<file path="src/rtl/rpll_fsp_switch_ctrl.sv">
// rPLL frequency set-point switch controller: walks rpll_sm through reset-hold, enable and
// lock for each FSP change, retries failed locks and answers the requester on a 4-phase req/ack.
module rpll_fsp_switch_ctrl #(
  parameter int unsigned  NUM_FSP = 2,
  parameter int unsigned  CFG_W   = 32,
  parameter int unsigned  TO_W    = 16,
  localparam int unsigned FSP_W   = (NUM_FSP > 1) ? $clog2(NUM_FSP) : 1
) (
  input  logic                     clk,
  input  logic                     reset,
  input  logic [NUM_FSP*CFG_W-1:0] swi_fsp_cfg,
  input  logic [7:0]               swi_rst_hold,
  input  logic [TO_W-1:0]          swi_lock_timeout,
  input  logic [3:0]               swi_max_retries,
  input  logic                     fsw_req,
  input  logic [FSP_W-1:0]         fsw_fsp,
  output logic                     fsw_ack,
  output logic                     fsw_err,
  input  logic                     pll_ready,
  input  logic                     pll_loss_of_lock,
  output logic                     pll_sm_reset,
  output logic                     pll_sm_enable,
  output logic [CFG_W-1:0]         pll_cfg,
  output logic [FSP_W-1:0]         cur_fsp,
  output logic [3:0]               retry_cnt,
  output logic [2:0]               fsm_state
);

  // Wide enough for both the reset-hold length and the lock timeout.
  localparam int unsigned CNT_W = (TO_W > 8) ? TO_W : 8;

  typedef enum logic [2:0] {
    StIdle   = 3'd0,
    StHold   = 3'd1,
    StEnable = 3'd2,
    StLocked = 3'd3,
    StError  = 3'd4
  } state_e;

  state_e             state_q, state_d;
  logic [CNT_W-1:0]   cnt_q, cnt_d;
  logic [FSP_W-1:0]   tgt_q, tgt_d;
  logic [FSP_W-1:0]   cur_fsp_q, cur_fsp_d;
  logic [3:0]         retry_q, retry_d;
  logic               pending_q, pending_d;
  logic               ack_q, ack_d;
  logic               err_q, err_d;
  logic               sm_reset_q, sm_reset_d;
  logic               sm_enable_q, sm_enable_d;
  logic [CFG_W-1:0]   cfg_q, cfg_d;

  logic [CFG_W-1:0]   cfg_words [NUM_FSP];
  logic [CNT_W-1:0]   cnt_inc;
  logic [3:0]         max_eff;
  logic               retry_ok;
  logic               timeout_en;
  logic               req_live;
  logic               accept;
  logic               fsp_invalid;
  logic               fail;
  logic               enter_hold;

  for (genvar g = 0; g < NUM_FSP; g++) begin : g_cfg
    assign cfg_words[g] = swi_fsp_cfg[g*CFG_W +: CFG_W];
  end

  assign cnt_inc     = (cnt_q == '1) ? cnt_q : cnt_q + CNT_W'(1);
  assign max_eff     = (swi_max_retries == 4'd0) ? 4'd1 : swi_max_retries;
  assign retry_ok    = ({1'b0, retry_q} + 5'd1) < {1'b0, max_eff};
  assign timeout_en  = (swi_lock_timeout != '0);
  assign fsp_invalid = (32'(fsw_fsp) >= NUM_FSP);
  // The requester only gets an answer if it is still asking when the attempt ends.
  assign req_live    = pending_q & fsw_req;
  // Loss of lock takes precedence; a request seen in that cycle is taken after relock/error.
  assign accept      = fsw_req & ~ack_q &
                       ((state_q == StIdle) || (state_q == StError) ||
                        ((state_q == StLocked) && !pll_loss_of_lock));

  always_comb begin
    state_d     = state_q;
    cnt_d       = cnt_q;
    tgt_d       = tgt_q;
    cur_fsp_d   = cur_fsp_q;
    retry_d     = retry_q;
    pending_d   = pending_q;
    ack_d       = ack_q;
    err_d       = err_q;
    sm_reset_d  = sm_reset_q;
    sm_enable_d = sm_enable_q;
    cfg_d       = cfg_q;
    fail        = 1'b0;
    enter_hold  = 1'b0;

    if (!fsw_req) begin
      pending_d = 1'b0;
      ack_d     = 1'b0;
      err_d     = 1'b0;
    end

    unique case (state_q)
      StHold: begin
        if (cnt_q == CNT_W'(swi_rst_hold)) begin
          state_d     = StEnable;
          cnt_d       = '0;
          sm_reset_d  = 1'b0;
          sm_enable_d = 1'b1;
        end else begin
          cnt_d = cnt_inc;
        end
      end
      StEnable: begin
        if (pll_ready) begin
          state_d   = StLocked;
          cur_fsp_d = tgt_q;
          retry_d   = '0;
          pending_d = 1'b0;
          if (req_live) begin
            ack_d = 1'b1;
            err_d = 1'b0;
          end
        end else if (timeout_en && (cnt_q == CNT_W'(swi_lock_timeout))) begin
          fail = 1'b1;
        end else begin
          cnt_d = cnt_inc;
        end
      end
      StLocked: fail = pll_loss_of_lock;
      default: ;
    endcase

    if (fail) begin
      if (retry_ok) begin
        retry_d    = retry_q + 4'd1;
        enter_hold = 1'b1;
      end else begin
        state_d     = StError;
        retry_d     = max_eff;
        sm_reset_d  = 1'b1;
        sm_enable_d = 1'b0;
        pending_d   = 1'b0;
        if (req_live) begin
          ack_d = 1'b1;
          err_d = 1'b1;
        end
      end
    end

    if (accept) begin
      retry_d = '0;
      if (fsp_invalid) begin
        ack_d = 1'b1;
        err_d = 1'b1;
      end else begin
        tgt_d = fsw_fsp;
        if ((state_q == StLocked) && (fsw_fsp == cur_fsp_q)) begin
          ack_d = 1'b1;
          err_d = 1'b0;
        end else begin
          pending_d  = 1'b1;
          enter_hold = 1'b1;
        end
      end
    end

    if (enter_hold) begin
      state_d     = StHold;
      cnt_d       = '0;
      sm_reset_d  = 1'b1;
      sm_enable_d = 1'b0;
      cfg_d       = cfg_words[tgt_d];
    end
  end

  always_ff @(posedge clk or posedge reset) begin
    if (reset) begin
      state_q     <= StIdle;
      cnt_q       <= '0;
      tgt_q       <= '0;
      cur_fsp_q   <= '0;
      retry_q     <= '0;
      pending_q   <= 1'b0;
      ack_q       <= 1'b0;
      err_q       <= 1'b0;
      sm_reset_q  <= 1'b1;
      sm_enable_q <= 1'b0;
      cfg_q       <= '0;
    end else begin
      state_q     <= state_d;
      cnt_q       <= cnt_d;
      tgt_q       <= tgt_d;
      cur_fsp_q   <= cur_fsp_d;
      retry_q     <= retry_d;
      pending_q   <= pending_d;
      ack_q       <= ack_d;
      err_q       <= err_d;
      sm_reset_q  <= sm_reset_d;
      sm_enable_q <= sm_enable_d;
      cfg_q       <= cfg_d;
    end
  end

  assign fsw_ack       = ack_q;
  assign fsw_err       = err_q;
  assign pll_sm_reset  = sm_reset_q;
  assign pll_sm_enable = sm_enable_q;
  assign pll_cfg       = cfg_q;
  assign cur_fsp       = cur_fsp_q;
  assign retry_cnt     = retry_q;
  assign fsm_state     = state_q;

endmodule

</file>
<file path="config.mk">
export PLATFORM = sky130hd
export DESIGN_NAME = rpll_fsp_switch_ctrl
export DESIGN_NICKNAME = d
export VERILOG_FILES = /design/src/rtl/rpll_fsp_switch_ctrl.sv
export SDC_FILE = /design/constraint.sdc
export NUM_CORES = 1
export LEC_CHECK = 0
export ABC_AREA = 1
export CAP_MARGIN = 40
export CORE_MARGIN = 3
export CORE_UTILIZATION = 47
export CTS_BUF_LIST = sky130_fd_sc_hd__clkbuf_16
export DETAILED_ROUTE_END_ITERATION = 6
export PLACE_DENSITY = 0.82
export RECOVER_POWER = 100
export SLEW_MARGIN = 20
export SYNTH_ARGS = -nofsm -noshare
export SYNTH_HDL_FRONTEND = slang
export SYNTH_SLANG_ARGS = --single-unit
</file>
<file path="constraint.sdc">
create_clock -name clk -period 3.05 [get_ports clk]
set_input_delay 0.61 -clock clk [delete_from_list [all_inputs] [get_ports clk]]
set_output_delay 0.61 -clock clk [all_outputs]
set_load 0.02 [all_outputs]
</file>
Word level (Yosys, flattened, before mapping)

Cells that the tools add are included.

Bits of input ports: 98
Output and inout port bits: 44
Flip-flop bits (word level): 62
Word-level logic and storage cells: 110

Reduce and logical (&&, ||, !) cells: 15
Bitwise operators: 5
Mux-type cells: 64
$add $sub $neg: 3
Equality and inequality tests: 10
Magnitude comparators: 2

Operators by type and width:

| kind                                          | number |
|---|---|
| 2-to-1 mux 32 bit                             | 3 |
| 2-to-1 mux 16 bit                             | 5 |
| 2-to-1 mux 1 bit                              | 42 |
| case mux 16 bit (2 select lines)              | 1 |
| 2-to-1 mux 4 bit                              | 6 |
| adder 16 x 1 -> 16 bit, second input constant | 1 |
| == test 16 bit                                | 1 |
| == test 16 bit, second input constant         | 1 |
| == test 16 x 8 -> 1 bit                       | 1 |
| nonzero test 16 bit                           | 1 |
| 2-to-1 mux 3 bit                              | 5 |
| nonzero test 3 bit                            | 3 |
| == test 3 x 2 -> 1 bit, second input constant | 2 |
| != test 3 bit, second input constant          | 2 |
| case mux 3 bit (2 select lines)               | 1 |
| adder 4 x 1 -> 5 bit, second input constant   | 1 |
| less-than comparator 5 x 4 -> 1 bit           | 1 |
| adder 4 x 1 -> 4 bit, second input constant   | 1 |
| zero test 4 bit                               | 1 |
| AND reduction 2 bit                           | 2 |
| AND 1 bit                                     | 3 |
| == test 3 x 1 -> 1 bit, second input constant | 1 |
| == test 3 bit, second input constant          | 1 |
| logical AND 1 bit                             | 3 |
| 9 further kinds                               | 10 |

Logic depth before layout (Yosys ltp)

Depth in word-level cells: 10
Depth in mapped cells: 14
Gate-level depth less buffers: 12

Worst setup path after synthesis

OpenSTA, ideal clock, no wires.

Kind: register to register
Start point: reg retry_q[0], in the netlist retry_cnt[0]
End point: reg state_q[0], in the netlist fsm_state[0]
Path buffers: 1
Library setup time: 126 ps
Data required time: 2924 ps
Arrival: 2195 ps
Setup slack: 729 ps
Period minus slack after synthesis: 2321 ps
Stages on the path, launching flop included: 12
Cells stage by stage: dfrtp_1 > ha_1 > xor2_1 > ha_1 > a21oi_1 > o211ai_1 > inv_1 > nand2_1 > inv_2 > a21boi_4 > buf_2 > o21ai_1

Word-level cells in the longest chain between the ends: 7
Elaborated cells between the ends (all ways): 9
Classes of those cells: add/sub: 1; order compare: 1; mux: 7

Ends and longest elaborated chain:

| what                                    | line | source |
|---|---|---|
| from (decl)                             | 44   | `logic [3:0] retry_q, retry_d;` |
| from (signal assigned)                  | 192  | `retry_q <= retry_d;` |
| adder 4 x 1 -> 5 bit (*)                | 69   | `assign retry_ok = ({1'b0, retry_q} + 5'd1) < {1'b0, max_eff};` |
| less-than comparator 5 x 4 -> 1 bit (*) | 69   |  |
| 2-to-1 mux 1 bit                        | 132  | `if (retry_ok) begin` |
| 2-to-1 mux 1 bit                        | 131  | `if (fail) begin` |
| 2-to-1 mux 1 bit                        | 155  | `if ((state_q == StLocked) && (fsw_fsp == cur_fsp_q)) begin` |
| 2-to-1 mux 1 bit                        | 148  | `if (accept) begin` |
| 2-to-1 mux 3 bit (*)                    | 165  | `if (enter_hold) begin` |
| net state_d[0]                          | 40   | `state_e state_q, state_d;` |
| to (signal assigned)                    | 176  | `state_q <= StIdle;` |
| to (signal assigned)                    | 188  | `state_q <= state_d;` |
| to (decl)                               | 40   |  |

Mark *: on every way through the listed nets, which the timed path passes. The rest lies on a longest branch.
A chain may end at the register's enable or synchronous reset.

Worst setup path after layout

Start point: in swi_lock_timeout[13]
End point: reg cnt_q[14]

Word-level cells in the longest chain between the ends: 10
Elaborated cells between the ends (all ways): 14
Classes of those cells: eq/ne: 3; mux: 7; reduce/logical: 4

Ends and longest elaborated chain:

| what                                                          | line    | source |
|---|---|---|
| from (decl)                                                   | 13      | `input logic [TO_W-1:0] swi_lock_timeout,` |
| == test 16 bit or nonzero test 16 bit (tied branches)         | 121, 70 |  |
| logical AND 1 bit (*)                                         | 121     | `end else if (timeout_en && (cnt_q == CNT_W'(swi_lock_timeout))) begin` |
| 2-to-1 mux 1 bit                                              | 121     |  |
| 2-to-1 mux 1 bit                                              | 112     | `if (pll_ready) begin` |
| case mux 1 bit (2 select lines)                               | 100     | `unique case (state_q)` |
| 2-to-1 mux 1 bit                                              | 131     |  |
| 2-to-1 mux 1 bit                                              | 155     |  |
| 2-to-1 mux 1 bit                                              | 148     |  |
| != test 3 bit (no line) or nonzero test 3 bit (tied branches) | --      |  |
| AND reduction 3 bit (no line)                                 | --      |  |
| to (signal assigned)                                          | 189     | `cnt_q <= cnt_d;` |
| to (decl)                                                     | 41      | `logic [CNT_W-1:0] cnt_q, cnt_d;` |

Every way passes the cells marked *; elsewhere a longest branch is shown, timed or not.

==> reports/results.ini <==
[outcome]
status = finished, final reports clean

[timing]
fin_crit_ns = 2.47
fin_crit_sh_pct = 81.0
setup_viol = 0
worst_pin_slew_ns = 0.981
max_slew_margin_pct = 34.6
fin_tns_setup_ns = 0
max_freq_mhz = 405
worst_slack_ns = 0.578
finalClockSkew_ns = 0.00709
rsz0062_at_grt = no
drv_slew = 0
hold_violations = 0

[power_and_ir_drop]
swShare_pct = 44.7
seq_power_share_pct = 26.7
pwr-share-comb_pct = 51.8
powerDensity_nw_per_um2 = 832
power_switching_uw = 2220
p_leak_uw = 0.00306
p_int_uw = 2750
clkPwrFrac_pct = 21.5
peakVddDrop_uv = 410

[setup_path]
cp_num_buf_inv = 3
critical_path.max_stage_delay_ns = 0.51
cp_slowest_cell = clkdlybuf4s50_1
cpMostUsedCell = nand2_1
cp-end-kind = flip-flop
critPathKind = input port to flip-flop
path_delay_family = simple AND/OR/NAND/NOR gates
worst-path-max-fanout = 15
path_cells = clkdlybuf4s50_1 -> inv_1 -> nand2_1 -> nand2_1 -> nor2_1 -> nand2_1 -> nor2_1 -> nand3_1 -> nand2_1 -> inv_1 -> nand4_1 -> nand2_1
worstPathArrival_ns = 2.67
setup.worst_path.start_class = input port
required_ns = 3.25

[clocking]
cts-resized-gates = 0
tritoncts = done
clock_path_buffers = 2
clock-sinks = 62
htree_levels = 3
clkTransAtPathRegs_ns = 0.05
ctsHoldBuffers = 0
post_cts.repair.setup_buffers = 0
cts_root_buffer = clkbuf_16
cts-buffers-inserted = 9
clk_latency_ns = 0.33

[cells_and_area]
final_common_cell = nand2_1
multi_input_area_sq_um = 2290
final_cell_mix = nand2_1 (312), clkdlybuf4s50_1 (95), dfrtp_1 (61), inv_1 (50), dlygate4sd3_1 (46)
fin_nets = 880
insertedDiodeCount = 0
ff_latch_area_sq_um = 1550
syn_to_final_growth_pct = 39.8
layout-drive-gt1-share_pct = 5.63
fill_cells = 750

[placement]
port_buffers = 141
gp_congestion = 0.896
hpwlAfterDp_um = 9190
pre_cts_ws_ns = 0.426

[floorplanning]
dieWidth_um = 101
die_area_sq_um = 10300
ios = 142
initial_core_util_pct = 48.8
rows = 34
core_sq_um = 8760
die_y_um = 101

[global_route]
gr-total-overflow = 0
grtUsageTotal_pct = 24.6
grt_start_max_net_pins = 35
antenna_found_initial = 0
grt_pass1_wl_um = 20400
grt_pass1_vias = 4481

[synthesis]
yosys_warnings = 0
ys_ff_latch = 62
yosysSeqAreaShare_pct = 36.3
syn_inst = 649
netlist_area_sq_um = 4270
avgSynthCellArea_sq_um = 6.59
syn_nets = 752
ys_types = 35

[route]
drcViolationCount = 0
wl_per_cell_um = 13.8
drtIter0Drc = 279
drt-pass1-iter-count = 6
antenna_left = 0
viasPerCell = 5.21
via_count = 4638
drt-total-wl_um = 12300

[hold_path]
hold_class = flip-flop to flip-flop

[job]
drv_cap = 0

[power by group through the flow]
stage                     clock (uW)  combinational (uW)  sequential, uW
after floorplan                    0                1490            1590
after global placement             0                2610            1340
after detailed placement           0                2690            1340
after CTS                       1080                2700            1340
after global routing            1130                2870            1360
final                           1070                2570            1330
[cell type report]
cell class              instances  share of cell area [%]
inverters                      61                    3.83
clock inverters                 7                    1.49
well taps                     108                    2.26
flip-flops and latches         62                    26.0
clock buffers                   9                    3.77
repair buffers                148                    24.3
multi-input cells             495                    38.3
[worst register-to-register path, delay by kind of cell (launching register included)]
family / cells / cell delay, ns
fa+ha+maj: 2 / 0.54
xor+xnor: 1 / 0.16
compound gates: 3 / 0.41
simple gates: 3 / 0.29
flops: 1 / 0.42
buf+inv: 3 / 0.52
[cells in the mapped netlist (all sizes together)]
cell type | number | area share [%]
nand2 | 315 | 29
dfrtp | 61 | 36
inv | 61 | 5.4
nor2 | 47 | 4.4
nand4 | 34 | 5.3
buf | 28 | 4.2
a21oi | 23 | 2.8
nand3 | 19 | 2.2
o21ai | 17 | 2.1
xor2 | 13 | 2.7
ha | 5 | 1.5
o211ai | 5 | 0.88
nor3 | 4 | 0.59
clkbuf | 3 | 0.29
or2 | 3 | 0.44
xnor2 | 3 | 0.61
nand3b | 2 | 0.35
a211oi | 1 | 0.18
a21boi | 1 | 0.44
and2 | 1 | 0.15
dfstp | 1 | 0.61
o2111ai | 1 | 0.20
o21bai | 1 | 0.18
[layer usage]
layer,global-route usage [%],vias up,share of wire (%)
met1,30.3,2102,40
met5,0,-,0
met4,7.36,0,1.7
met3,7.58,25,10
met2,41.6,223,48
li1,-,2288,-
[path summary, 6_finish.rpt]
| kind | slack [ns] | startpoint | cells after the start | to |
|---|---|---|---|---|
| min reg2reg | 0.47 | pll_cfg[15] | 2 | pll_cfg[15] |
| max | 0.58 | swi_lock_timeout[13] | 12 | cnt_q[14] |
| max reg2reg | 0.65 | retry_cnt[0] | 12 | pll_cfg[7] |
| min in group asynchronous | 0.85 | reset | 2 | pll_cfg[11] |
| max in group asynchronous | 0.86 | reset | 3 | cnt_q[12] |
| min | 0.47 | pll_cfg[15] | 2 | pll_cfg[15] |
[logic make-up (layout without fill, tap and decap cells)]
| group | after synthesis | after routing | share of synthesized area, % |
|---|---|---|---|
| flops | 62 | 62 | 36.3 |
| xor+xnor | 16 | 16 | 3.28 |
| buf+inv | 92 | 225 | 9.89 |
| fa+ha+maj | 5 | 5 | 1.46 |
| simple gates | 425 | 425 | 42.3 |
| compound gates | 49 | 49 | 6.73 |
[through the flow]
step	total power, uW	hold slack (ns)	cell area (sq um)	util, %	cells
2_1_floorplan	3080	0.504	4270	-	649
3_5_place_dp	4030	0.460	5680	64.8	874
4_1_cts	5130	0.477	5990	68.4	890
3_3_place_gp	3950	0.454	5680	64.8	874
5_1_grt	5360	0.482	5980	68.2	890
6_report	4970	0.465	5980	68.2	890
[flip-flops by register name (all words and copies together), names as in the netlist]
register,cells
pll_cfg,32
cnt_q,16
retry_cnt,4
fsm_state,3
cur_fsp,1
fsw_ack,1
fsw_err,1
pending_q,1
pll_sm_enable,1
pll_sm_reset,1
tgt_q,1
Note: power is estimated with default switching activity, not from simulation.
